[src/rtl/reg_two_wr_sequencer_if.sv]
// Write-stream and register-port bundle for reg_two_wr_sequencer.
// The master drives the two valid/data streams. The slave answers with ready, the register writes and the stall count.
interface reg_two_wr_sequencer_if #(
  parameter int unsigned width     = 1,
  parameter int unsigned max_stall = 4
);
  localparam int unsigned SW = $clog2(max_stall + 1);

  logic             a_valid;
  logic [width-1:0] a_data;
  logic             a_ready;
  logic             b_valid;
  logic [width-1:0] b_data;
  logic             b_ready;
  logic             ena;
  logic [width-1:0] d_ina;
  logic             enb;
  logic [width-1:0] d_inb;
  logic [SW-1:0]    stall;

  modport master (
    output a_valid, a_data, b_valid, b_data,
    input  a_ready, b_ready, ena, d_ina, enb, d_inb, stall
  );

  modport slave (
    input  a_valid, a_data, b_valid, b_data,
    output a_ready, b_ready, ena, d_ina, enb, d_inb, stall
  );
endinterface

[src/rtl/reg_two_wr_sequencer.sv]
// Buffers two write streams and issues at most one register write per cycle.
// A has priority. A bounded stall counter guarantees that B is eventually served.
module reg_two_wr_sequencer #(
  parameter int unsigned width     = 1,
  parameter int unsigned depth     = 2,
  parameter int unsigned max_stall = 4
) (
  input  logic                   clk,
  input  logic                   rst_n,
  reg_two_wr_sequencer_if.slave  bus
);
  localparam int unsigned AW = $clog2(depth);
  localparam int unsigned PW = AW + 1;
  localparam int unsigned SW = $clog2(max_stall + 1);
  localparam logic [SW-1:0] STALL_MAX = SW'(max_stall);

  logic [width-1:0] mem_a_q [depth];
  logic [width-1:0] mem_b_q [depth];
  logic [PW-1:0]    wr_a_q, rd_a_q, wr_b_q, rd_b_q;
  logic [PW-1:0]    wr_a_d, rd_a_d, wr_b_d, rd_b_d;
  logic             rdy_a_q, rdy_b_q, rdy_a_d, rdy_b_d;
  logic [SW-1:0]    stall_q, stall_d;
  logic             empty_a, empty_b;
  logic             push_a, push_b;
  logic             grant_a, grant_b;

  // Extra pointer MSB distinguishes full from empty when the index bits match.
  function automatic logic is_full(logic [PW-1:0] wr, logic [PW-1:0] rd);
    return (wr[AW] != rd[AW]) && (wr[AW-1:0] == rd[AW-1:0]);
  endfunction

  // Grant, pointer and stall next-state, all derived from registered state.
  always_comb begin
    empty_a = (wr_a_q == rd_a_q);
    empty_b = (wr_b_q == rd_b_q);
    push_a  = bus.a_valid && rdy_a_q;
    push_b  = bus.b_valid && rdy_b_q;
    grant_a = !empty_a && (empty_b || (stall_q < STALL_MAX));
    grant_b = !empty_b && (empty_a || (stall_q == STALL_MAX));

    wr_a_d  = wr_a_q + PW'(push_a);
    rd_a_d  = rd_a_q + PW'(grant_a);
    wr_b_d  = wr_b_q + PW'(push_b);
    rd_b_d  = rd_b_q + PW'(grant_b);
    rdy_a_d = !is_full(wr_a_d, rd_a_d);
    rdy_b_d = !is_full(wr_b_d, rd_b_d);

    stall_d = '0;
    if (grant_a && !empty_b) begin
      stall_d = (stall_q == STALL_MAX) ? STALL_MAX : stall_q + SW'(1);
    end
  end

  always_ff @(posedge clk or negedge rst_n) begin
    if (!rst_n) begin
      wr_a_q  <= '0;
      rd_a_q  <= '0;
      wr_b_q  <= '0;
      rd_b_q  <= '0;
      rdy_a_q <= 1'b0;
      rdy_b_q <= 1'b0;
      stall_q <= '0;
    end else begin
      wr_a_q  <= wr_a_d;
      rd_a_q  <= rd_a_d;
      wr_b_q  <= wr_b_d;
      rd_b_q  <= rd_b_d;
      rdy_a_q <= rdy_a_d;
      rdy_b_q <= rdy_b_d;
      stall_q <= stall_d;
    end
  end

  // Storage needs no reset; the pointers alone decide what is valid.
  always_ff @(posedge clk) begin
    if (push_a) mem_a_q[wr_a_q[AW-1:0]] <= bus.a_data;
    if (push_b) mem_b_q[wr_b_q[AW-1:0]] <= bus.b_data;
  end

  assign bus.a_ready = rdy_a_q;
  assign bus.b_ready = rdy_b_q;
  assign bus.ena     = grant_a;
  assign bus.enb     = grant_b;
  assign bus.d_ina   = grant_a ? mem_a_q[rd_a_q[AW-1:0]] : '0;
  assign bus.d_inb   = grant_b ? mem_b_q[rd_b_q[AW-1:0]] : '0;
  assign bus.stall   = stall_q;
endmodule

[src/flat_wrapper.sv]
// flat-port wrapper written by rule: the top's interface ports become plain ports
module reg_two_wr_sequencer_flat 
#(
  parameter int unsigned width     = 1,
  parameter int unsigned depth     = 2,
  parameter int unsigned max_stall = 4
)
  (clk, rst_n, bus_a_valid, bus_a_data, bus_b_valid, bus_b_data, bus_a_ready, bus_b_ready, bus_ena, bus_d_ina, bus_enb, bus_d_inb, bus_stall);
  reg_two_wr_sequencer_if #(.width(width), .max_stall(max_stall)) bus_i ();
  input  logic clk;
  input  logic rst_n;
  input wire logic [$bits(bus_i.a_valid)-1:0] bus_a_valid;
  input wire logic [$bits(bus_i.a_data)-1:0] bus_a_data;
  input wire logic [$bits(bus_i.b_valid)-1:0] bus_b_valid;
  input wire logic [$bits(bus_i.b_data)-1:0] bus_b_data;
  output wire logic [$bits(bus_i.a_ready)-1:0] bus_a_ready;
  output wire logic [$bits(bus_i.b_ready)-1:0] bus_b_ready;
  output wire logic [$bits(bus_i.ena)-1:0] bus_ena;
  output wire logic [$bits(bus_i.d_ina)-1:0] bus_d_ina;
  output wire logic [$bits(bus_i.enb)-1:0] bus_enb;
  output wire logic [$bits(bus_i.d_inb)-1:0] bus_d_inb;
  output wire logic [$bits(bus_i.stall)-1:0] bus_stall;
  assign bus_i.a_valid = bus_a_valid;
  assign bus_i.a_data = bus_a_data;
  assign bus_i.b_valid = bus_b_valid;
  assign bus_i.b_data = bus_b_data;
  assign bus_a_ready = bus_i.a_ready;
  assign bus_b_ready = bus_i.b_ready;
  assign bus_ena = bus_i.ena;
  assign bus_d_ina = bus_i.d_ina;
  assign bus_enb = bus_i.enb;
  assign bus_d_inb = bus_i.d_inb;
  assign bus_stall = bus_i.stall;
  reg_two_wr_sequencer #(.width(width), .depth(depth), .max_stall(max_stall)) u_core (.clk(clk), .rst_n(rst_n), .bus(bus_i));
endmodule
[config.mk]
export PLATFORM = sky130hd
export DESIGN_NAME = reg_two_wr_sequencer_flat
export DESIGN_NICKNAME = d
export VERILOG_FILES = /design/src/rtl/reg_two_wr_sequencer_if.sv /design/src/rtl/reg_two_wr_sequencer.sv /design/src/flat_wrapper.sv
export SDC_FILE = /design/constraint.sdc
export NUM_CORES = 1
export LEC_CHECK = 0
export CORE_MARGIN = 5
export CORE_UTILIZATION = 53
export DETAILED_ROUTE_END_ITERATION = 6
export PLACE_DENSITY = 0.92
export SKIP_LAST_GASP = 1
export SYNTH_ARGS = -nofsm -noshare
export SYNTH_HDL_FRONTEND = slang
export SYNTH_SLANG_ARGS = --single-unit
[constraint.sdc]
create_clock -name clk -period 3.85 [get_ports clk]
set_input_delay 0.77 -clock clk [delete_from_list [all_inputs] [get_ports clk]]
set_output_delay 0.77 -clock clk [all_outputs]
set_load 0.02 [all_outputs]
# [Yosys cells after proc, flatten, opt, wreduce, memory -nomap -nowiden]
# Memory sizes are Yosys's and may differ from the RTL's.
# Cells that the tools add are included.
[op_classes] n_addsub=5 n_mul=0 div=0 magnitude_cmp=1 eq_ne=7 shifts=0 n_mux=8 bitwise_logic=0 reduce_logical=13
[op_table] cell="adder 2 x 1 -> 2 bit" count=4
[op_table] cell="logical AND 1 bit" count=7
[op_table] cell="2-to-1 mux 1 bit" count=6
[op_table] cell="2-to-1 mux 3 bit" count=2
[op_table] cell="equality test 2 bit" count=2
[op_table] cell="logical NOT 1 bit" count=4
[op_table] cell="adder 3 x 1 -> 3 bit, second input constant" count=1
[op_table] cell="equality test 3 bit, second input constant" count=1
[op_table] cell="< comparator 3 bit, second input constant" count=1
[op_table] cell="equality test 1 bit" count=2
[op_table] cell="logical OR 1 bit" count=2
[op_table] cell="inequality test 1 bit" count=2
[totals] register_bits=13 latchBits=0 ramBits=4 romBits=0 inputBits=6 output_inout_bits=9 word_cells=43 n_memories=2
[memory_table] memory="u_core.mem_a_q" depth=2 width=1 rd=1 rd_ports_with_merged_regs=0 write_ports=1 line_no="reg_two_wr_sequencer.sv:17" rtl="logic [width-1:0] mem_a_q [depth];"
[memory_table] memory="u_core.mem_b_q" depth=2 width=1 rd=1 rd_ports_with_merged_regs=0 write_ports=1 line_no="reg_two_wr_sequencer.sv:18" rtl="logic [width-1:0] mem_b_q [depth];"

# [Depth between registers and ports, before layout]
[depth] word_depth=7 ltp_mapped=8 mapped_depth_nobuf=8

# [Worst setup path after synthesis]
# Ideal clock, no wire load.
[synth_timing] path_kind="reg-to-output" from="reg u_core.wr_b_q[0]" to="out bus_d_ina" arrival_time_ps=1371 t_required_ps=3080 path_slack_ps=1709 path_stages_with_launch=4 path_buffers=0 path_cell_list="dfrtp_1 > xor2_1 > or2_1 > a211oi_1"
[synth_via] elab_chain_len=4
[synth_rtl] item="from (decl)" line_no="reg_two_wr_sequencer.sv:19" rtl="logic [PW-1:0] wr_a_q, rd_a_q, wr_b_q, rd_b_q;"
[synth_rtl] item="from (signal assigned)" line_no="reg_two_wr_sequencer.sv:66" rtl="wr_b_q <= wr_b_d;"
[synth_rtl] item="equality test 2 bit" line_no="reg_two_wr_sequencer.sv:35" rtl="empty_b = (wr_b_q == rd_b_q);"
[synth_rtl] item="logical OR 1 bit" line_no="reg_two_wr_sequencer.sv:38" rtl="grant_a = !empty_a && (empty_b || (stall_q < STALL_MAX));"
[synth_rtl] item="logical AND 1 bit" line_no="reg_two_wr_sequencer.sv:38"
[synth_rtl] item="2-to-1 mux 1 bit" line_no="reg_two_wr_sequencer.sv:84" rtl="assign bus.d_ina = grant_a ? mem_a_q[rd_a_q[AW-1:0]] : '0;"
[synth_rtl] item="to (decl)" line_no="flat_wrapper.sv:19" rtl="output wire logic [$bits(bus_i.d_ina)-1:0] bus_d_ina;"
# Every way passes these cells.

# [Final worst setup path]
# Same ends and word-level chain as after synthesis.

==> impl_metrics.toml <==
[outcome]
status = "finished, final reports clean"

[floorplan]
die_w_um = 48.6
die_area_mm2 = 0.00236
io_pins = 15
core-area_mm2 = 0.00145
start_util_pct = 54.2
die_h_um = 48.6
core.rowCount = 14

[clock_tree]
clock_path_buffers = 2
insertion_delay_ns = 0.28
cts_sinks = 17
post_cts_buffers = 0
h-tree-depth = 1
cts_tree = "done"
numCtsBuffers = 3
ctsHoldBuffers = 0
clk_pin_slew_ns = 0.10
cts.repair.resized = 0
root_buffer = "clkbuf_4"

[sta]
max_slew_margin_pct = 61.9
tightest_slew_ns = 0.570
hold_viol_final = 0
setup_violations = 0
slew_violations = 0
fmax_ghz = 0.363
period_share_pct = 71.5
rsz0062_at_grt = "false"
tns_ns = 0
layout_min_cycle_time_ns = 2.75
skew_ns = 0.00568

[yosys]
syn_area_um2 = 788
syn-num-nets = 75
syn_avg_cell_area_um2 = 12.9
synth_top_area_share_pct = 41.3
synth_top_area_cell = "dfrtp_1"
synth.area.top_cells = "dfrtp_1, edfxtp_1, ha_1"
ys_types = 16
ys_seq_elements = 17
synth_warnings = 0
syn-instance-count = 61
ys_seq_area_share_pct = 56.5

[global_routing]
grt_pass1_wl_um = 2330
grt_pass1_vias = 522
grt_overflow = 0
antenna_found_initial = 0
grt_max_degree = 14
grtUsageTotal_pct = 12.6

[run]
maxCapViolCount = 0

[placement]
routabilityCongestion = 0.779
dp_hpwl_um = 1060
port_buffers = 14

[setup_path]
critPathRequiredTime_ns = 3.08
critPathKind = "flip-flop to output pin"
crit_fanout = 3
crit_family = "buffers and inverters"
arrival_ns = 1.98
crit_chain = "xor2_1 -> or2_1 -> a211oi_1 -> clkdlybuf4s50_1"
start_kind = "flip-flop"
max_stage_delay_ns = 0.63
crit_buf_inv = 1
cp_slowest_cell = "clkdlybuf4s50_1"
cp-end-kind = "output pin"

[final_layout]
syn2layout_area_growth_pct = 23.8
antenna_cells = 0
nNetsFinal = 94
drive_gt1_share_pct = 6.33
fillers = 107

[hold_path]
hold_path.class = "flip-flop to flip-flop"

[drt]
vias = 463
post_drt_wl_per_cell_um = 13.6
routed_wl_um = 1290
drc = 0
viasPerCell = 4.87
drtPass1Iterations = 2
drtIter0Drc = 5
drtAntennaViolNets = 0
-- registers in the layout, indices dropped and copies added (netlist names) --
name and count:
u_core.wr_a_q 2, u_core.rd_b_q 2, u_core.rd_a_q 2, u_core.bus.stall 3, u_core.wr_b_q 2, u_core.mem_b_q 2, u_core.mem_a_q 2, u_core.bus.b_ready 1
u_core.bus.a_ready 1
-- synthesized netlist by cell type --
master    count
inv_1         6
or2_1         1
ha_1          8
a21oi_1       2
nor4_1        1
nor4b_1       2
xnor2_1       2
dfrtp_1      13
xor2_1       10
mux2i_1       2
a211oi_1      2
edfxtp_1      4
and2_1        2
nand2_1       4
and2_4        1
nor2_1        1
-- worst paths after layout --
| kind | slack, ns | from | depth (start not counted) | end |
|---|---|---|---|---|
| worst max register to register | 2.02 | u_core.wr_b_q[0]$_DFF_PN0_ | 7 | u_core.bus.a_ready$_DFF_PN0_ |
| max in group asynchronous | 2.63 | rst_n | 1 | u_core.rd_b_q[0]$_DFF_PN0_ |
| worst max-delay path | 1.10 | u_core.wr_b_q[0]$_DFF_PN0_ | 4 | bus_d_ina |
| worst min-delay path | 0.52 | u_core.bus.stall[0]$_DFF_PN0_ | 1 | u_core.bus.stall[0]$_DFF_PN0_ |
| worst min register to register | 0.52 | u_core.bus.stall[0]$_DFF_PN0_ | 1 | u_core.bus.stall[0]$_DFF_PN0_ |
| min in group asynchronous | 0.84 | rst_n | 1 | u_core.rd_a_q[0]$_DFF_PN0_ |
-- metrics by stage --
step	cells	hold WS [ns]	worst slack, ns	instance area (um2)	utilization, %
global placement	91	0.480	1.42	948	65.2
finish	95	0.524	1.10	976	67.1
floorplan	61	0.474	1.71	788	-
global route	95	0.560	0.992	976	67.1
detailed placement	91	0.519	1.40	948	65.2
CTS	95	0.524	1.08	976	67.1
-- layer usage --
layer / GRT usage (%) / routed length, um / vias to the layer above / part of all wire (%)
li1: - / - / 237 / -
met1: 14.4 / 544 / 214 / 42
met2: 21.1 / 659 / 10 / 51
met3: 3.68 / 63 / 2 / 4.9
met4: 6.73 / 23 / 0 / 1.8
met5: 0 / 0 / - / 0
-- logic make-up after synthesis --
kind of cell / after synthesis / share of synthesized area (%)
xor+xnor: 12 / 13.3
flops: 17 / 56.5
compound gates: 4 / 3.17
simple gates: 12 / 8.89
buf+inv: 6 / 2.86
fa+ha+maj: 8 / 12.7
mux: 2 / 2.54
-- layout by cell type, fill, tap and decap left out --
master	netlist	routed
inv_1	6	6
a21oi_1	2	2
xor2_1	10	10
and2_1	2	2
nand2_1	4	4
xnor2_1	2	2
ha_1	8	8
dfrtp_1	13	13
nor4_1	1	1
and2_4	1	1
a211oi_1	2	2
or2_1	1	1
clkbuf_4	0	3
mux2i_1	2	2
nor2_1	1	1
clkinv_2	0	1
nor4b_1	2	2
edfxtp_1	4	4
clkdlybuf4s50_1	0	14
-- area by class of cell --
cell class              count  area [um2]  area share, %
flip-flops and latches     17         445           45.6
clock buffers               3        22.5           2.31
repair buffers             14         140           14.4
well taps                  16        20.0           2.05
inverters                   6        22.5           2.31
multi-input cells          38         320           32.8
clock inverters             1        5.00          0.513
Power is not shown: default switching activity piles up to over one toggle a cycle in this logic, so the estimate is an artifact.
==> RTL edit 1 (config.mk and constraints unchanged) <==
`max_stall` is set to 4 in 3 places; all go to 16.
--- a/src/rtl/reg_two_wr_sequencer_if.sv
+++ b/src/rtl/reg_two_wr_sequencer_if.sv
@@ -3,5 +3,5 @@
 interface reg_two_wr_sequencer_if #(
   parameter int unsigned width     = 1,
-  parameter int unsigned max_stall = 4
+  parameter int unsigned max_stall = 16
 );
   localparam int unsigned SW = $clog2(max_stall + 1);
--- a/src/rtl/reg_two_wr_sequencer.sv
+++ b/src/rtl/reg_two_wr_sequencer.sv
@@ -4,5 +4,5 @@
   parameter int unsigned width     = 1,
   parameter int unsigned depth     = 2,
-  parameter int unsigned max_stall = 4
+  parameter int unsigned max_stall = 16
 ) (
   input  logic                   clk,
--- a/src/flat_wrapper.sv
+++ b/src/flat_wrapper.sv
@@ -4,5 +4,5 @@
   parameter int unsigned width     = 1,
   parameter int unsigned depth     = 2,
-  parameter int unsigned max_stall = 4
+  parameter int unsigned max_stall = 16
 )
   (clk, rst_n, bus_a_valid, bus_a_data, bus_b_valid, bus_b_data, bus_a_ready, bus_b_ready, bus_ena, bus_d_ina, bus_enb, bus_d_inb, bus_stall);
Interface: changed (resized bus_stall); port bits go from 15 to 17. The function was not compared with the original's and may differ.
==> RTL edit 1 against the unedited design <==
- clock skew fell by 4.7 ps
- setup slack got worse by 170 ps
- routed wire length rose by 27%
- cell area rose by 11%
- cell count rose by 11%
- critical path type unchanged
- utilization rose by 3.2 points
- synthesized cell count rose by 13%
- critical endpoint is now bus_enb
- area after synthesis rose by 11%
- sequential cell count rose by 2
Power is left out: the tool's default activity adds up to more than one toggle a clock period on the data nets, which glitch-free logic cannot reach.
==> RTL edit 1: results (changes against the unedited design) <==
CP arrival=2160 ps (was 1980 ps); largest net degree at the start of global routing=16 (was 14); top post-synthesis cells by area=dfrtp_1 43%, edfxtp_1 14%, ha_1 11% (was dfrtp_1 41%, edfxtp_1 15%, ha_1 13%); clock transition at the registers of the reported paths=110 ps; Post-CTS Resized=0 (unchanged); Routed WL=1.642 mm (was 1.290 mm); postcts setup bufs=0 (unchanged); Synth Warn #=0 (unchanged); first-pass GRT wire length=2.849 mm (was 2.325 mm); filler-free cell count of the finished design=105 (was 95); share of post-route cells with drive strength above 1=0.07865 (was 0.06329); total clock buffers created by CTS=3 (unchanged); Layout fillers=116 (was 107); initial antenna violation count=0 (unchanged); Vias=579 (was 463); PortBufs=16 (was 14); Final Skew=1.030 ps (was 5.684 ps); post-synthesis mux area share=0.02425 (was 0.02540); maximum root-to-sink buffer count=2 (unchanged); Post-DRT Antenna Nets=0 (unchanged); Adder-Cell Fraction of Synth Area=0.1141 (was 0.1270); Final Wtd Congestion=0.7549 (was 0.7786); sequential fraction of the synthesis area=0.5649 (was 0.5651); worst hold path type=flop to flop (unchanged); ys async rst share=0.7895 (was 0.7647); count of cell types in the netlist=19 (was 16); antenna diode count=0 (unchanged); Post-synth EDFFs=4 (unchanged); Total GRT Usage=0.1484 (was 0.1264); root buffer cell=clkbuf_4 (unchanged); Final #Nets=104 (was 94); Slew headroom=0.5435 (was 0.6185); Largest register FFs=5 (was 3); Iter 0 DRT Violations=15 (was 5); H-tree depth=1 (unchanged); syn_nets=83 (was 75); status=completed (unchanged); Clock Latency Late Sink=300 ps (was 280 ps); xor/xnor share of the synthesized area=0.1398 (was 0.1333); Placement Setup Slack=1289 ps (was 1402 ps); crit path max fanout=5 (was 3); syn_area_per_cell=12.71 um^2 (was 12.92 um^2); Commonest cells post-synth=15 x dfrtp_1, 9 x xor2_1, 8 x ha_1, 7 x inv_1 (was 13 x dfrtp_1, 10 x xor2_1, 8 x ha_1, 6 x inv_1); vias in the first global route=651 (was 522); compound-cell area share of the yosys netlist=0.04708 (was 0.03175); TritonRoute pass-1 iters=4 (was 2)
## RTL edit 1: cell types whose count changed after synthesis, moves of 2 or more
cell	before	now
dfrtp_1	13	15
nand3_1	0	2
nor2_1	1	5
nor4b_1	2	0
xnor2_1	2	5
## RTL edit 1: area by class of cell
| type | count | area, um^2 | area share |
|---|---|---|---|
| Inverter | 7 | 26.28 | 0.02422 |
| Timing Repair Buffer | 16 | 160.2 | 0.1476 |
| Multi-Input combinational cell | 43 | 355.3 | 0.3276 |
| Tap cell | 16 | 20.02 | 0.01845 |
| Clock buffer | 3 | 22.52 | 0.02076 |
| Sequential cell | 19 | 495.5 | 0.4567 |
| Clock inverter | 1 | 5.005 | 0.004614 |
## RTL edit 1: worst max-delay path: stages, from the launching register on
cell	delay [ps]
dfrtp_1	440
inv_1	80
ha_1	130
nor4bb_1	400
o21a_1	200
clkdlybuf4s50_1	610
## RTL edit 1: metal layers
layer,up-vias,share of wire,GRT usage
li1,269,-,-
met1,289,0.39,0.1579
met2,15,0.54,0.2500
met3,6,0.048,0.04142
met4,0,0.031,0.1021
met5,-,0,0
## RTL edit 1: path summary, 6_finish.rpt
check | from | to | slack [ps] | cells after the start
worst min-delay path | u_core.wr_a_q[1] | u_core.wr_a_q[1] | 530 | 1
min in group asynchronous | rst_n | u_core.bus.stall[2] | 870 | 1
worst max register to register | u_core.bus.stall[0] | u_core.bus.b_ready | 1820 | 8
worst min register to register | u_core.wr_a_q[1] | u_core.wr_a_q[1] | 530 | 1
worst max-delay path | u_core.bus.stall[0] | bus_enb | 920 | 5
max in group asynchronous | rst_n | u_core.wr_b_q[0] | 2550 | 1
## RTL edit 1: through the flow
step                  util  hold WS [ps]
floorplan                -         474.4
global placement    0.6859         486.7
detailed placement  0.6859         507.9
CTS                 0.7037         527.8
global route        0.7037         534.3
finish              0.7037         526.5
==> RTL edit 2 (same settings) <==
Made on the original files. Make the reset (`rst_n`) synchronous in one clocked block.
--- a/src/rtl/reg_two_wr_sequencer.sv
+++ b/src/rtl/reg_two_wr_sequencer.sv
@@ -52,5 +52,5 @@
   end
 
-  always_ff @(posedge clk or negedge rst_n) begin
+  always_ff @(posedge clk) begin
     if (!rst_n) begin
       wr_a_q  <= '0;
Behaviour: differs if rst_n is asserted again (counterexample within 4 cycles, from zero or initial values and one cycle with rst_n low); with rst_n held inactive, the same outputs for 10 cycles.
==> RTL edit 2 against the unedited design <==
- area after synthesis is 6.2% higher
- cell area is 4.5% higher
- fmax is 1.5% higher
- cell count increased by 13%
- routed wire length up 2.1%
- sequential cell count increased by 2
- synthesized cell count rose by 21%
- clock skew is 4.8 ps lower
- setup slack improved by 41 ps
==> RTL edit 2: results (changes against the unedited design) <==
share of post-route cells with drive strength above 1=0.04396 (was 0.06329); ClkCell Share=0.02577 (was 0.02821); met1 Use GR=0.1477 (was 0.1440); Commonest cells post-synth=15 x dfxtp_1, 10 x xor2_1, 9 x and2_1, 8 x ha_1 (was 13 x dfrtp_1, 10 x xor2_1, 8 x ha_1, 6 x inv_1); WL met1=579 um (was 544 um); Clock Latency Late Sink=300 ps (was 280 ps); Placed Instances=103 (was 91); metal3 WL=74 um (was 63 um); ys async rst share=0 (was 0.7647); status=completed (unchanged); DP Area=993.5 um^2 (was 948.4 um^2); Vias=533 (was 463); multi-input combinational cell count=50 (was 38); Multi-input gate area=397.9 um^2 (was 320.3 um^2); FF+latch count, synth=19 (was 17); CP arrival=1940 ps (was 1980 ps); Final Wtd Congestion=0.8041 (was 0.7786); Non-clock buffering overhead=0.1374 (was 0.1436); Final #Nets=106 (was 94); syn_nets=88 (was 75); Routed WL=1.317 mm (was 1.290 mm); fraction of area in registers=0.4123 (was 0.4564); HPWL Detailed=1.041 mm (was 1.061 mm); vias in the first global route=577 (was 522); largest net degree at the start of global routing=16 (was 14); Final Skew=0.9126 ps (was 5.684 ps); inverter count=4 (was 6); top post-synthesis cells by area=dfxtp_1 36%, edfxtp_1 14%, ha_1 12% (was dfrtp_1 41%, edfxtp_1 15%, ha_1 13%); Slew @ Worst Pin=430.2 ps (was 570.5 ps); met2 routed WL=614 um (was 659 um); grt met2 use=0.2097 (was 0.2109); delay-heaviest family, CP=buffers and inverters (unchanged); Post-synth EDFFs=4 (unchanged); count of cell types in the netlist=20 (was 16); final-layout clock buffer total=4 (was 3); met3 usage=0.04819 (was 0.03681); Total GRT Usage=0.1335 (was 0.1264); sequential fraction of the synthesis area=0.5022 (was 0.5651); post-synthesis cell count=74 (was 61); drt wl/cell=12.31 um (was 13.58 um)
-- RTL edit 2: cell count changes after synthesis, sizes merged, moves of 2 or more --
cell	change
dfxtp	+15
dfrtp	-13
and2	+6
nor2b	+3
nor3	+3
a21boi	+2
inv	-2
nand2	-2
nor2	+2
-- RTL edit 2: worst paths after layout --
check                              to  cells past startpoint  slack [ps]                start
hold / removal    u_core.bus.stall[0]                      1         510  u_core.bus.stall[0]
hold reg to reg   u_core.bus.stall[0]                      1         510  u_core.bus.stall[0]
setup reg to reg   u_core.bus.b_ready                      7        2110     u_core.wr_a_q[0]
setup / recovery            bus_d_ina                      4        1140     u_core.wr_b_q[0]
-- RTL edit 2: through the flow --
step	worst slack, ps	hold WS, ps	util
3_5_place_dp	1437	501.9	0.6595
2_1_floorplan	1772	562.9	-
6_report	1138	505.9	0.6769
3_3_place_gp	1483	483.5	0.6595
5_1_grt	991.9	538.7	0.6769
4_1_cts	1090	517.4	0.6769
-- RTL edit 2: kinds of logic (layout without fill, tap and decap cells) --
logic type | after synthesis | count (layout) | synth area share
multiplexers | 2 | 2 | 0.02392
AND/OR/NAND/NOR | 22 | 22 | 0.1555
XOR/XNOR | 12 | 12 | 0.1256
buffers and inverters | 5 | 22 | 0.02241
flip-flops | 19 | 19 | 0.5023
AO/OA/AOI/OAI | 6 | 6 | 0.05082
adder cells (fa/ha/maj) | 8 | 8 | 0.1196
-- RTL edit 2: report_power, final --
| group | internal [mW] | switching [mW] | total [mW] | leakage (nW) |
|---|---|---|---|---|
| registers | 0.244 | 0.0235 | 0.268 | 0.160 |
| logic | 0.158 | 0.166 | 0.323 | 0.268 |
| clock network | 0.0404 | 0.0570 | 0.0974 | 0.0150 |
